--- src/rtl/fifo_rd_stream.sv ---
// Read-side consumer of async_fifo: pops FWFT words into a 2-entry skid buffer
// and presents them as a valid/ready stream with packet framing and a packet counter.
module fifo_rd_stream #(
  parameter int unsigned DATA_WIDTH = 8,
  parameter int unsigned PKT_LEN    = 4,
  parameter int unsigned CNT_WIDTH  = 16
) (
  input  logic                  rclk,
  input  logic                  rrst,
  input  logic [DATA_WIDTH-1:0] rdata,
  input  logic                  rempty,
  output logic                  rinc,
  input  logic                  flush,
  output logic                  out_valid,
  input  logic                  out_ready,
  output logic [DATA_WIDTH-1:0] out_data,
  output logic                  out_last,
  output logic [CNT_WIDTH-1:0]  pkt_cnt
);

  localparam logic [7:0] LAST_BEAT = 8'(PKT_LEN - 1);

  logic [1:0]            occ_q,  occ_d;
  logic [DATA_WIDTH-1:0] head_q, head_d;
  logic [DATA_WIDTH-1:0] tail_q, tail_d;
  logic [7:0]            beat_q, beat_d;
  logic [CNT_WIDTH-1:0]  pkt_q,  pkt_d;

  logic push;
  logic pop;

  // rinc is a function of registered occupancy and the FIFO/flush inputs only,
  // so out_ready never reaches the FIFO pop combinationally.
  assign rinc      = !rrst && !rempty && !flush && (occ_q != 2'd2);
  assign push      = rinc;
  assign out_valid = (occ_q != 2'd0);
  assign pop       = out_valid && out_ready;
  assign out_data  = head_q;
  assign out_last  = out_valid && (beat_q == LAST_BEAT);
  assign pkt_cnt   = pkt_q;

  always_comb begin
    occ_d  = occ_q;
    head_d = head_q;
    tail_d = tail_q;
    beat_d = beat_q;
    pkt_d  = pkt_q;

    // A beat accepted alongside a flush is still delivered and counted.
    if (pop) begin
      if (out_last) begin
        beat_d = '0;
        pkt_d  = pkt_q + CNT_WIDTH'(1);
      end else begin
        beat_d = beat_q + 8'd1;
      end
    end

    if (flush) begin
      occ_d  = '0;
      beat_d = '0;
    end else begin
      case ({push, pop})
        2'b10: begin
          if (occ_q == 2'd0) begin
            head_d = rdata;
            occ_d  = 2'd1;
          end else begin
            tail_d = rdata;
            occ_d  = 2'd2;
          end
        end
        2'b01: begin
          if (occ_q == 2'd2) head_d = tail_q;
          occ_d = occ_q - 2'd1;
        end
        // push implies occ<2 and pop implies occ>0, so occ is 1 here
        2'b11: head_d = rdata;
        default: ;
      endcase
    end
  end

  always_ff @(posedge rclk or posedge rrst) begin
    if (rrst) begin
      occ_q  <= '0;
      head_q <= '0;
      tail_q <= '0;
      beat_q <= '0;
      pkt_q  <= '0;
    end else begin
      occ_q  <= occ_d;
      head_q <= head_d;
      tail_q <= tail_d;
      beat_q <= beat_d;
      pkt_q  <= pkt_d;
    end
  end

endmodule

--- config.mk ---
export PLATFORM = sky130hd
export DESIGN_NAME = fifo_rd_stream
export DESIGN_NICKNAME = d
export VERILOG_FILES = /design/src/rtl/fifo_rd_stream.sv
export SDC_FILE = /design/constraint.sdc
export NUM_CORES = 1
export LEC_CHECK = 0
export CELL_PAD_IN_SITES_DETAIL_PLACEMENT = 1
export CELL_PAD_IN_SITES_GLOBAL_PLACEMENT = 2
export CORE_MARGIN = 2
export CORE_UTILIZATION = 31
export CTS_BUF_LIST = sky130_fd_sc_hd__clkbuf_4
export CTS_CLUSTER_SIZE = 8
export DETAILED_ROUTE_END_ITERATION = 6
export GPL_TIMING_DRIVEN = 0
export PLACE_DENSITY_LB_ADDON = 0.12
export SYNTH_ARGS = -nofsm -noshare
export SYNTH_HDL_FRONTEND = slang
export SYNTH_SLANG_ARGS = --single-unit
--- constraint.sdc ---
create_clock -name rclk -period 2.21 [get_ports rclk]
set_input_delay 0.3315 -clock rclk [delete_from_list [all_inputs] [get_ports rclk]]
set_output_delay 0.3315 -clock rclk [all_outputs]
set_load 0.01 [all_outputs]
==> results.txt <==
The port buffer count was 39; the aggregate global routing overflow was 0. The max-slew violation count came out at 0. After detailed routing, the wire length on met1 is 2170 microns. TritonCTS built the clock tree. On the final layout, the worst clock skew is 0.0136 ns. The later pin in the worst-skew pair is clocked with a latency of 0.37 ns. The logs give 0.334 mV for the peak supply drop and 44.2% for the post-layout utilization of the core. The worst pin sits at a relative slew slack of 40.2%. The slew at the pin closest to its max-slew limit works out to 0.895 ns. Max-cap violations in this run came to 0. Entering global routing, the biggest net connects 43 pins. Counting every net in the synthesized netlist gives 194. The kind of path behind the tightest hold check is register to register. The tools report the H-tree level count as 2. Dividing the synthesized area by the synthesized cell count gives 11.4 sq um. The final reports fail on setup timing. The total clock sinks is 42, and the data arrival time of the worst path is 2.52 ns. The number of antenna violations at the first check in global routing came out at 0. The share of post-route cells with drive strength above 1 was 21.4%; the post-synthesis share of cell area spent on full adders, half adders and majority gates was 2.48%.

The portion of netlist area occupied by mux cells came out at 9.00%. Dividing the detail-routed wire length by the instance count gives 16.4 microns. Summing over every cut layer, the via total after detailed routing is 1,540.

Uppermost metal layer occupied by signal nets: met4. Summing the areas of all compound-gate instances in the mapped netlist gives 5.15% of the synthesized area. The register bit count reported by yosys was 42; the count of final hold-check violations was 0. Setup violations remaining at the end of the flow were counted as 9. The first global-routing pass estimated 8490 microns of wire. The floorplan core area is 6310 sq um, and the placement row count is 29. Clock-pin slew was measured on the worst setup and hold paths at 0.14 ns. The total chip power was 2.16 mW; the total track usage was 15.0%. The detail route stage leaves a number of antenna-violating nets equal to 0. The tools report the final design area excluding fillers as 2790 sq um. In this run the cell area measured after placement is 2500 sq um. The ratio of total power to cell area came out at 775 nW/um^2. After the last flow step, the layout net total stands at 250.

At the worst endpoint, the required time is 2.47 ns. Maximum fanout along the worst path: 8. Static timing analysis puts the maximum clock frequency at 0.443 GHz.

The run finished, with violations left. For the final routed database, the setup TNS stands at -0.347 ns. Once detailed placement completed, the half-perimeter wirelength came to 3580 microns. The logs give 0 for the DRC violation count after routing and 0.770 for the final weighted congestion of routability-driven global placement. The number of global-route vias before repair is 1,646. After the first detailed-routing iteration, the DRC count stood at 42. Via density per instance: 4.95. After Yosys synthesis, XOR and XNOR cells account for 9.55% of the synthesized area. Combinational family with the most area after synthesis: simple AND/OR/NAND/NOR gates. Summed over all nets, wire length on met2 after detailed routing comes to 2660 microns. In this run, CTS created clock tree buffers numbering 5. After synthesis, the netlist uses 34 different library cells.

The Yosys step of the flow raised 0 warnings. The post-synthesis to final-layout area growth was 38.3%. The die boundary width is 84.7 microns.

Wire segments on met3 add up to 185 microns in the final route. The tools report the cts-stage hold buffer count as 0. The critical path is of the register to register type. The die covers 7170 sq um. The die is 84.7 microns tall.

STA classifies the critical path endpoint as a register. The tools report the effective utilization at floorplan as 31.9%. The final critical-path setup slack was -0.0475 ns. The run gives 40 as the total I/O pin count. The repair_antennas step left the layout with diodes totalling 0. Setup repair after global routing could not meet its margin everywhere. Synthesis produced a netlist whose cell count is 177. The master cell of the clock root buffer was sky130_fd_sc_hd__clkbuf_4.

Number of buffers on the longest clock path: 2. The worst setup path is launched from a register. The area share of and/or/nand/nor cells after synthesis was 18.9%; the part of the cycle the worst path needs was 102%.

The minimum clock period after layout came out at 2.26 ns. The number of detailed-route iterations in the first pass came out at 4. The sequential share of the synthesized area was 52.1%.

Leakage power summed over all cells: 1.20 nW. After detailed routing, the total wire length is 5100 microns. Summing every instance area after synthesis gives 2020 sq um.
-- flip-flops by register name, indices dropped and copies added, names as in the netlist --
signal,count
beat_q,8
pkt_cnt,16
tail_q,8
out_data,8
occ_q,2
-- layer usage --
layer	vias up	track usage, %
li1	731	-
met1	774	18.3
met3	8	3.83
met4	0	4.91
met5	-	0
met2	27	25.8
-- power by group --
part	switching (mW)	internal, mW	leakage (nW)
registers	0.0891	0.914	0.546
clock network	0.275	0.237	0.0374
logic	0.270	0.376	0.620
total	0.635	1.53	1.20
-- worst paths after layout --
kind / start / endpoint / slack (ns) / depth (start not counted)
min: pkt_cnt[15] / pkt_cnt[15] / 0.48 / 1
min reg2reg: pkt_cnt[15] / pkt_cnt[15] / 0.48 / 1
max reg2reg: occ_q[1] / tail_q[2] / -0.05 / 6
max: occ_q[1] / tail_q[2] / -0.05 / 6
max in group asynchronous: rrst / beat_q[4] / 1.07 / 2
min in group asynchronous: rrst / out_data[5] / 0.58 / 2
-- cell type report --
| cell class | count | area, sq um |
|---|---|---|
| plain buffers | 5 | 32.5 |
| clock buffers | 5 | 37.5 |
| clock inverters | 3 | 45.0 |
| fillers | 702 | 3520 |
| inverters | 4 | 15.0 |
| multi-input cells | 123 | 1010 |
| flip-flops and latches | 42 | 1050 |
| well taps | 77 | 96.3 |
| repair buffers | 52 | 498 |
-- metrics by stage --
step           hold slack (ns)  worst slack, ns  std cells
2_1_floorplan            0.463            0.133        177
3_3_place_gp             0.460           -0.134        293
3_5_place_dp             0.474           -0.243        293
4_1_cts                  0.493          -0.0958        304
5_1_grt                  0.508           -0.117        311
6_report                 0.480          -0.0475        311
-- synth_stat cells --
library cell | instances | share of area, %
sky130_fd_sc_hd__mux2_1 | 9 | 5.0
sky130_fd_sc_hd__nand3_1 | 6 | 1.5
sky130_fd_sc_hd__o2111ai_1 | 1 | 0.43
sky130_fd_sc_hd__nor4_4 | 2 | 2.1
sky130_fd_sc_hd__o22ai_1 | 1 | 0.31
sky130_fd_sc_hd__nand4_1 | 6 | 1.9
sky130_fd_sc_hd__nor2_2 | 1 | 0.31
sky130_fd_sc_hd__nand2_1 | 11 | 2.0
sky130_fd_sc_hd__a21oi_1 | 11 | 2.7
sky130_fd_sc_hd__nand4b_1 | 2 | 0.87
sky130_fd_sc_hd__nor4_1 | 2 | 0.62
sky130_fd_sc_hd__o211a_1 | 1 | 0.50
sky130_fd_sc_hd__xor2_1 | 7 | 3.0
sky130_fd_sc_hd__or3_1 | 2 | 0.62
sky130_fd_sc_hd__nor3_4 | 1 | 0.81
sky130_fd_sc_hd__dfrtp_1 | 42 | 52
sky130_fd_sc_hd__a31oi_1 | 1 | 0.31
sky130_fd_sc_hd__and4_1 | 2 | 0.87
sky130_fd_sc_hd__o21ai_0 | 1 | 0.25
sky130_fd_sc_hd__clkbuf_1 | 3 | 0.56
sky130_fd_sc_hd__nor2b_1 | 2 | 0.62
sky130_fd_sc_hd__and3_1 | 3 | 0.93
sky130_fd_sc_hd__or4_1 | 2 | 0.74
sky130_fd_sc_hd__buf_2 | 4 | 0.99
sky130_fd_sc_hd__nor2_1 | 13 | 2.4
sky130_fd_sc_hd__or4b_4 | 1 | 0.68
sky130_fd_sc_hd__mux2i_1 | 8 | 4.0
sky130_fd_sc_hd__nor3_1 | 5 | 1.2
sky130_fd_sc_hd__ha_1 | 4 | 2.5
sky130_fd_sc_hd__nand2b_1 | 2 | 0.62
sky130_fd_sc_hd__xnor2_1 | 15 | 6.5
sky130_fd_sc_hd__buf_6 | 1 | 0.56
sky130_fd_sc_hd__inv_1 | 4 | 0.74
sky130_fd_sc_hd__a211oi_2 | 1 | 0.62
-- cell families after synthesis --
| kind of cell | Yosys count |
|---|---|
| compound gates | 17 |
| buf+inv | 12 |
| simple gates | 63 |
| mux | 17 |
| xor+xnor | 22 |
| fa+ha+maj | 4 |
| flops | 42 |
-- critical path, cell delays in order (launching register included) --
cell                      delay [ns]
sky130_fd_sc_hd__dfrtp_1        0.43
sky130_fd_sc_hd__buf_6          0.13
sky130_fd_sc_hd__ha_4           0.15
sky130_fd_sc_hd__or3_4          0.32
sky130_fd_sc_hd__buf_6          0.14
sky130_fd_sc_hd__or4_4          0.65
sky130_fd_sc_hd__mux2_4         0.34
-- layout by cell type (no fill, tap or decap), types with 4 or more instances in the layout --
cell type / count
sky130_fd_sc_hd__buf_4: 11
sky130_fd_sc_hd__clkdlybuf4s50_1: 36
sky130_fd_sc_hd__buf_6: 4
sky130_fd_sc_hd__nand4_1: 6
sky130_fd_sc_hd__clkbuf_4: 6
sky130_fd_sc_hd__nand3_1: 6
sky130_fd_sc_hd__nor3_1: 5
sky130_fd_sc_hd__xor2_1: 7
sky130_fd_sc_hd__nand2_1: 11
sky130_fd_sc_hd__a21oi_1: 11
sky130_fd_sc_hd__dfrtp_1: 42
sky130_fd_sc_hd__nor2_1: 12
sky130_fd_sc_hd__mux2_4: 8
sky130_fd_sc_hd__xnor2_1: 15
sky130_fd_sc_hd__mux2i_1: 8
-- repair_timing --
item,CTS,global route
setup endpoints to repair,31,16
cloned,0,0
resized for setup,18,22
buffers inserted,4,9
pin swaps,0,7
No activity file was read; power rests on OpenSTA's default activity.
